## src/rtl/pipe_ctrl_fsm.sv

```systemverilog
// pipe_ctrl_fsm: pipeline hazard and data-memory wait controller.
// Combines the load-use stall, taken-branch flush and MEM-stage freeze
// into one set of register enables and flush/bubble controls.
// Optional build macro PIPE_CTRL_STALL_PERF_EN: when defined, stall_cycles
// counts cycles with PcWrite low; otherwise it is tied to zero.
module pipe_ctrl_fsm #(
  parameter int WAIT_MAX = 16
) (
  input  logic        clk,
  input  logic        reset,
  input  logic        MemRead_idex,
  input  logic [4:0]  rd_idex,
  input  logic [4:0]  Rs1_ifid,
  input  logic [4:0]  Rs2_ifid,
  input  logic        branch_taken_ex,
  input  logic        dmem_req,
  input  logic        dmem_ready,
  output logic        PcWrite,
  output logic        Ifid_write,
  output logic        Idex_write,
  output logic        Exmem_write,
  output logic        mux_sel,
  output logic        ifid_flush,
  output logic        idex_flush,
  output logic        memwb_bubble,
  output logic        mem_wait,
  output logic        mem_timeout,
  output logic [31:0] stall_cycles
);

  typedef enum logic {
    RUN      = 1'b0,
    MEM_WAIT = 1'b1
  } stateT;

  localparam logic [4:0] WAIT_LAST = 5'(WAIT_MAX - 1);

  stateT       r_state;
  logic [4:0]  r_waitCnt;
  logic        r_memTimeout;
  logic [31:0] r_stallCycles;

  logic w_freeze;
  logic w_loadUse;

  // The whole pipeline holds while a data access is outstanding; in
  // MEM_WAIT the freeze drops in the very cycle the memory answers.
  assign w_freeze = ((r_state == RUN) && dmem_req && !dmem_ready) ||
                    ((r_state == MEM_WAIT) && !dmem_ready);

  // A load writing x0 never creates a real dependency.
  assign w_loadUse = MemRead_idex && (rd_idex != 5'd0) &&
                     ((rd_idex == Rs1_ifid) || (rd_idex == Rs2_ifid));

  // Control outputs decoded with priority reset > freeze > branch > load-use.
  // A branch seen during freeze is held upstream, so it simply shows up
  // again on the release cycle and is handled here then.
  always_comb begin
    PcWrite      = 1'b1;
    Ifid_write   = 1'b1;
    Idex_write   = 1'b1;
    Exmem_write  = 1'b1;
    mux_sel      = 1'b0;
    ifid_flush   = 1'b0;
    idex_flush   = 1'b0;
    memwb_bubble = 1'b0;
    if (reset) begin
      PcWrite     = 1'b0;
      Ifid_write  = 1'b0;
      Idex_write  = 1'b0;
      Exmem_write = 1'b0;
      ifid_flush  = 1'b1;
      idex_flush  = 1'b1;
    end else if (w_freeze) begin
      PcWrite      = 1'b0;
      Ifid_write   = 1'b0;
      Idex_write   = 1'b0;
      Exmem_write  = 1'b0;
      memwb_bubble = 1'b1;
    end else if (branch_taken_ex) begin
      ifid_flush = 1'b1;
      idex_flush = 1'b1;
    end else if (w_loadUse) begin
      PcWrite    = 1'b0;
      Ifid_write = 1'b0;
      mux_sel    = 1'b1;
    end
  end

  // Status outputs read as zero while reset is held, even before the edge.
  assign mem_wait    = (r_state == MEM_WAIT) && !reset;
  assign mem_timeout = r_memTimeout && !reset;

  // State machine, wait counter and sticky timeout flag.
  always_ff @(posedge clk) begin
    if (reset) begin
      r_state      <= RUN;
      r_waitCnt    <= 5'd0;
      r_memTimeout <= 1'b0;
    end else begin
      case (r_state)
        RUN: begin
          if (dmem_req && !dmem_ready) begin
            r_state   <= MEM_WAIT;
            r_waitCnt <= 5'd0;
          end
        end
        MEM_WAIT: begin
          if (r_waitCnt != WAIT_LAST) begin
            r_waitCnt <= r_waitCnt + 5'd1;
          end
          if (dmem_ready) begin
            r_state <= RUN;
          end else if (r_waitCnt == WAIT_LAST) begin
            r_memTimeout <= 1'b1;
          end
        end
        default: begin
          r_state <= RUN;
        end
      endcase
    end
  end

`ifdef PIPE_CTRL_STALL_PERF_EN
  // Saturating count of cycles in which the PC was held.
  always_ff @(posedge clk) begin
    if (reset) begin
      r_stallCycles <= 32'd0;
    end else if (!PcWrite && (r_stallCycles != 32'hFFFF_FFFF)) begin
      r_stallCycles <= r_stallCycles + 32'd1;
    end
  end
  assign stall_cycles = reset ? 32'd0 : r_stallCycles;
`else
  assign r_stallCycles = 32'd0;
  assign stall_cycles  = r_stallCycles;
`endif

endmodule

```

## config.mk

```make
export PLATFORM = sky130hd
export DESIGN_NAME = pipe_ctrl_fsm
export DESIGN_NICKNAME = d
export VERILOG_FILES = /design/src/rtl/pipe_ctrl_fsm.sv
export SDC_FILE = /design/constraint.sdc
export NUM_CORES = 1
export LEC_CHECK = 0
export CORE_MARGIN = 2
export CORE_UTILIZATION = 35
export DETAILED_ROUTE_END_ITERATION = 8
export PLACE_DENSITY_LB_ADDON = 0.05
export SKIP_CTS_REPAIR_TIMING = 1
export SYNTH_ARGS = -nofsm -noshare
export SYNTH_HDL_FRONTEND = slang
export SYNTH_SLANG_ARGS = --single-unit
```

## constraint.sdc

```tcl
create_clock -name clk -period 2.4 [get_ports clk]
set_clock_uncertainty 0.15 [all_clocks]
set_input_delay 0.48 -clock clk [delete_from_list [all_inputs] [get_ports clk]]
set_output_delay 0.48 -clock clk [all_outputs]
set_load 0.03 [all_outputs]
```

Yosys cells after proc, flatten, opt, wreduce, memory -nomap -nowiden --
Cells that the tools add are included.
Storage, ports and cells: flip-flop bits (word level) 7, bits of input ports 21, output and inout bits 42, word-level logic and storage cells 48
Operators by class: add/sub/neg operators 1, equal/unequal tests 6, mux-type cells 21, bitwise logic cells 2, reduce and logical (&&, ||, !) cells 15
Operators by type and width (number):
- 1-bit two-way mux | 17
- 5-bit == test | 2
- 5-bit two-way mux | 2
- 5-bit case mux with 2 select lines | 1
- 1-bit logical AND | 8
- 5-bit by 1-bit adder with 5-bit output (second input constant) | 1
- 5-bit by 4-bit == test with 1-bit output (second input constant) | 1
- 5-bit by 4-bit != test with 1-bit output (second input constant) | 1
- 5-bit nonzero test | 1
- 2-bit by 1-bit != test with 1-bit output (second input constant) | 2
- 3-bit AND reduction | 1
- 1-bit zero test | 2
- 1-bit logical OR | 2
- 1-bit inverter | 2
- 1-bit case mux with 2 select lines | 1
- 2-bit AND reduction | 1

Logic depth before layout (Yosys ltp) --
depth after elaboration 7, mapped depth 7, depth with buffers taken out 7

Worst setup path after synthesis --
No wires, ideal clock.
kind in2out, start point input port rd_idex[1], end point output port PcWrite, arrival time 1.954 ns, required time 1.770 ns, path slack -0.184 ns, stages 5, buffers on the path 1, cell sequence or4_1 nor2_1 nor3b_1 a21oi_1 buf_4
Between the ends: longest elaborated chain between the ends 7, elaborated cells on any way between the ends 10, classes of those cells 2 x eq/ne; 4 x mux; 4 x reduce/logical
Ends and longest elaborated chain:
- from (decl) | RTL line 12 | input logic [4:0] rd_idex,
- 5-bit == test / 5-bit nonzero test (equally long branches) | RTL line 53, 52
- 1-bit logical OR / 1-bit logical AND (equally long branches) | RTL line 53, 52
- 1-bit logical AND * | RTL line 52 | assign w_loadUse = MemRead_idex && (rd_idex != 5'd0) &&
- 1-bit two-way mux * (4 in a row)
- to (decl) | RTL line 18 | output logic PcWrite,
Mark *: on every way between the ends. The rest lies on a longest branch, timed or not.

Worst setup path after layout --
start point input port Rs1_ifid[1], end point output port Ifid_write
Between the ends: longest elaborated chain between the ends 7
Ends and longest elaborated chain:
- from (decl) | RTL line 13 | input logic [4:0] Rs1_ifid,
- 5-bit == test | RTL line 53 | ((rd_idex == Rs1_ifid) || (rd_idex == Rs2_ifid));
- 1-bit logical OR | RTL line 53
- 1-bit logical AND | RTL line 52
- 1-bit two-way mux | RTL line 83 | end else if (w_loadUse) begin
- 1-bit two-way mux | RTL line 80 | end else if (branch_taken_ex) begin
- 1-bit two-way mux | RTL line 74 | end else if (w_freeze) begin
- 1-bit two-way mux | RTL line 67 | if (reset) begin
- to (decl) | RTL line 19 | output logic Ifid_write,
No other way between the ends.

==> summary.md <==
| Metric | Value |
|---|---|
| Top Family by Delay on Critical Path | `buffers and inverters` |
| Hold_ws | `0.313 ns` |
| Die ar. | `2590 um2` |
| Max Clk Rate | `430 MHz` |
| Critical Path, Cell by Cell | `clkdlybuf4s50_1, xnor2_1, nand2_1, o22ai_2, buf_4, a21oi_2, buf_6` |
| Area after DPL | `983 um2` |
| Met3 Use GR | `2.05%` |
| Synth Area per Inst | `7.53 um2` |
| Num CTS Buffers | `3` |
| Top Usage Layer GRT | `met2` |
| Gpl congestion | `0.671` |
| Overall global routing resource usage | `10.2%` |
| Footprint of the multi-input gates | `485 um2` |
| Min-Delay Path Class | `reg2reg` |
| Initial antenna violation count | `0` |
| Final wirelength | `1480 um` |
| H-tree depth | `1` |
| CTS tree | `built` |
| Clock Pin Slew Worst Setup and Hold Paths | `0.05 ns` |
| Site Rows | `16` |
| Status | `finished, final reports clean` |
| FF/Latch Area | `140 um2` |
| CTS Root Buffer Type | `clkbuf_4` |
| DP HPWL | `1230 um` |
| Synthesized flop and latch total | `7` |
| Seq/Total Area, Yosys | `18.2%` |
| DR vias | `661` |
| DRT iter0 DRCs | `1` |
| Via density | `4.01` |
| Critical Path RT | `1.77 ns` |
| Layout cells sized above 1 | `18.1%` |
| VDD IR-drop max | `0.159 mV` |
| Area growth from synthesis to layout | `37.0%` |
| Inst Count DP | `161` |
| Sink Count | `7` |
| Initial Util | `38.0%` |
| Setup violators final | `0` |
| Crit Path Class | `in2out` |
| Pwr dens | `392 nW/um2` |
| Slew Limit Fails | `0` |
| Vias in the first global route | `522` |
| Post-synthesis cell count | `102` |
| Final hold vios | `0` |
| Fin nets | `162` |
| Met1 Usage GRT | `9.39%` |
| Fin area | `1050 um2` |
| Per-cell routed wire length | `8.94 um` |
| # IOs | `63` |
| Crit path launch type | `input port` |
| Met2 Resource Use GR | `18.6%` |
| Crit-path slowest cell | `clkdlybuf4s50_1` |
| ANT cells | `0` |
| Worst-skew pair later-pin latency | `0.25 ns` |
| WP buf/inv | `3` |
| Max Buffers Root-to-Sink | `2` |
| First-pass GRT wire length | `1950 um` |
| Port Buffer Count | `30` |
| Core region area | `2020 um2` |
| Residual DRC count | `0` |
| CP peak stage delay | `0.48 ns` |
| Largest net degree at the start of global routing | `11` |
| Final Non-Filler Cells | `165` |
| Fin crit share | `96.9%` |
| Drt pass-1 iters | `2` |
| CP arrival | `1.70 ns` |
| DIE WIDTH | `50.9 um` |
| Mapped cell area | `768 um2` |
| Chip height | `50.9 um` |
| Maxcap violations | `0` |
| CP Capture Type | `output port` |
| Crit path max fanout | `2` |
| Overflow after GRT | `0` |
| Leak | `0.525 nW` |
| Ys Warns | `0` |
| Fill cell count | `200` |
| Post-DRT Antenna Nets | `0` |
| Synth cell types | `23` |
| Minimum clock period after layout | `2.33 ns` |
[metrics by stage]
stage / utilization (%) / worst slack [ns] / setup TNS [ns] / power [mW]
floorplan: - / 0.0455 / 0 / 0.286
global placement: 48.6 / -0.152 / -0.427 / 0.307
detailed placement: 48.6 / -0.178 / -0.506 / 0.306
CTS: 49.9 / -0.181 / -0.512 / 0.412
global route: 52.0 / -0.00469 / -0.00469 / 0.437
finish: 52.0 / 0.0739 / 0 / 0.413
[cells in the mapped netlist (all sizes together)]
library cell | instances | area share [%]
buf | 35 | 34
xnor2 | 10 | 11
a21oi | 8 | 5.2
dfxtp | 7 | 18
nor2 | 6 | 2.9
inv | 5 | 2.4
o21ai | 5 | 3.3
nor2b | 4 | 3.3
nand2 | 3 | 1.5
nand2b | 3 | 2.4
and3 | 2 | 1.6
ha | 2 | 3.3
nand3 | 2 | 1.3
a311oi | 1 | 1.1
and2 | 1 | 0.81
and4b | 1 | 1.3
clkbuf | 1 | 0.49
conb | 1 | 0.49
nand3b | 1 | 0.98
nor3b | 1 | 0.98
o21bai | 1 | 0.98
o22ai | 1 | 0.81
or4 | 1 | 0.98
[cells by family after synthesis]
logic type	share of synthesized area (%)
compound gates	11.4
other cells	0.488
simple gates	18.1
fa+ha+maj	3.26
flops	18.2
xor+xnor	11.4
buf+inv	37.1
[worst min-delay path, stage by stage, from the launching register on]
cell and delay [ns]:
dfxtp_1 0.32, a21oi_1 0.04, nor2_1 0.07
[power breakdown]
part | total (mW) | leakage (nW) | internal, mW | switching [mW]
Combinational | 0.189 | 0.453 | 0.0680 | 0.121
Clock | 0.103 | 0.0150 | 0.0632 | 0.0401
Sequential | 0.121 | 0.0567 | 0.118 | 0.00213
Total | 0.413 | 0.525 | 0.250 | 0.163
[flip-flops by register name, summed over array words and instances (netlist names)]
| signal | cells |
|---|---|
| r_state | 1 |
| r_waitCnt | 5 |
| r_memTimeout | 1 |
[cells in the final DEF (no fill, tap or decap), drive strengths merged]
master         Yosys  layout
conb               1      32
ha                 2       2
or4                1       1
nor2               6       6
and4b              1       1
inv                5       5
nand3b             1       1
o21bai             1       1
o21ai              5       5
nand2              3       3
clkdlybuf4s50      0      15
a311oi             1       1
dlymetal6s2s       0       5
clkbuf             1       4
dfxtp              7       7
nand3              2       2
nand2b             3       3
xnor2             10      10
and3               2       2
nor2b              4       4
o22ai              1       1
nor3b              1       1
buf               35      17
a21oi              8       8
and2               1       1
[area by class of cell]
class	count	share of cell area, %
multi-input combinational	85	46.1
timing repair buffer	37	33.1
sequential	7	13.3
tap	27	3.21
clock buffer	4	2.50
inverter	5	1.78
[layer usage]
layer | wire length (um) | share of wire [%]
met3 | 127 | 8.6
met5 | 0 | 0
met2 | 770 | 52
met1 | 534 | 36
met4 | 42 | 2.8
[final timing paths]
path | start | end | slack [ns] | cells after the start
worst max-delay path | Rs1_ifid[1] | Ifid_write | 0.07 | 7
worst min-delay path | r_memTimeout | r_memTimeout | 0.31 | 2
worst max register to register | r_waitCnt[0] | r_waitCnt[2] | 0.57 | 6
worst min register to register | r_memTimeout | r_memTimeout | 0.31 | 2
No activity file was read; power rests on OpenSTA's default activity.
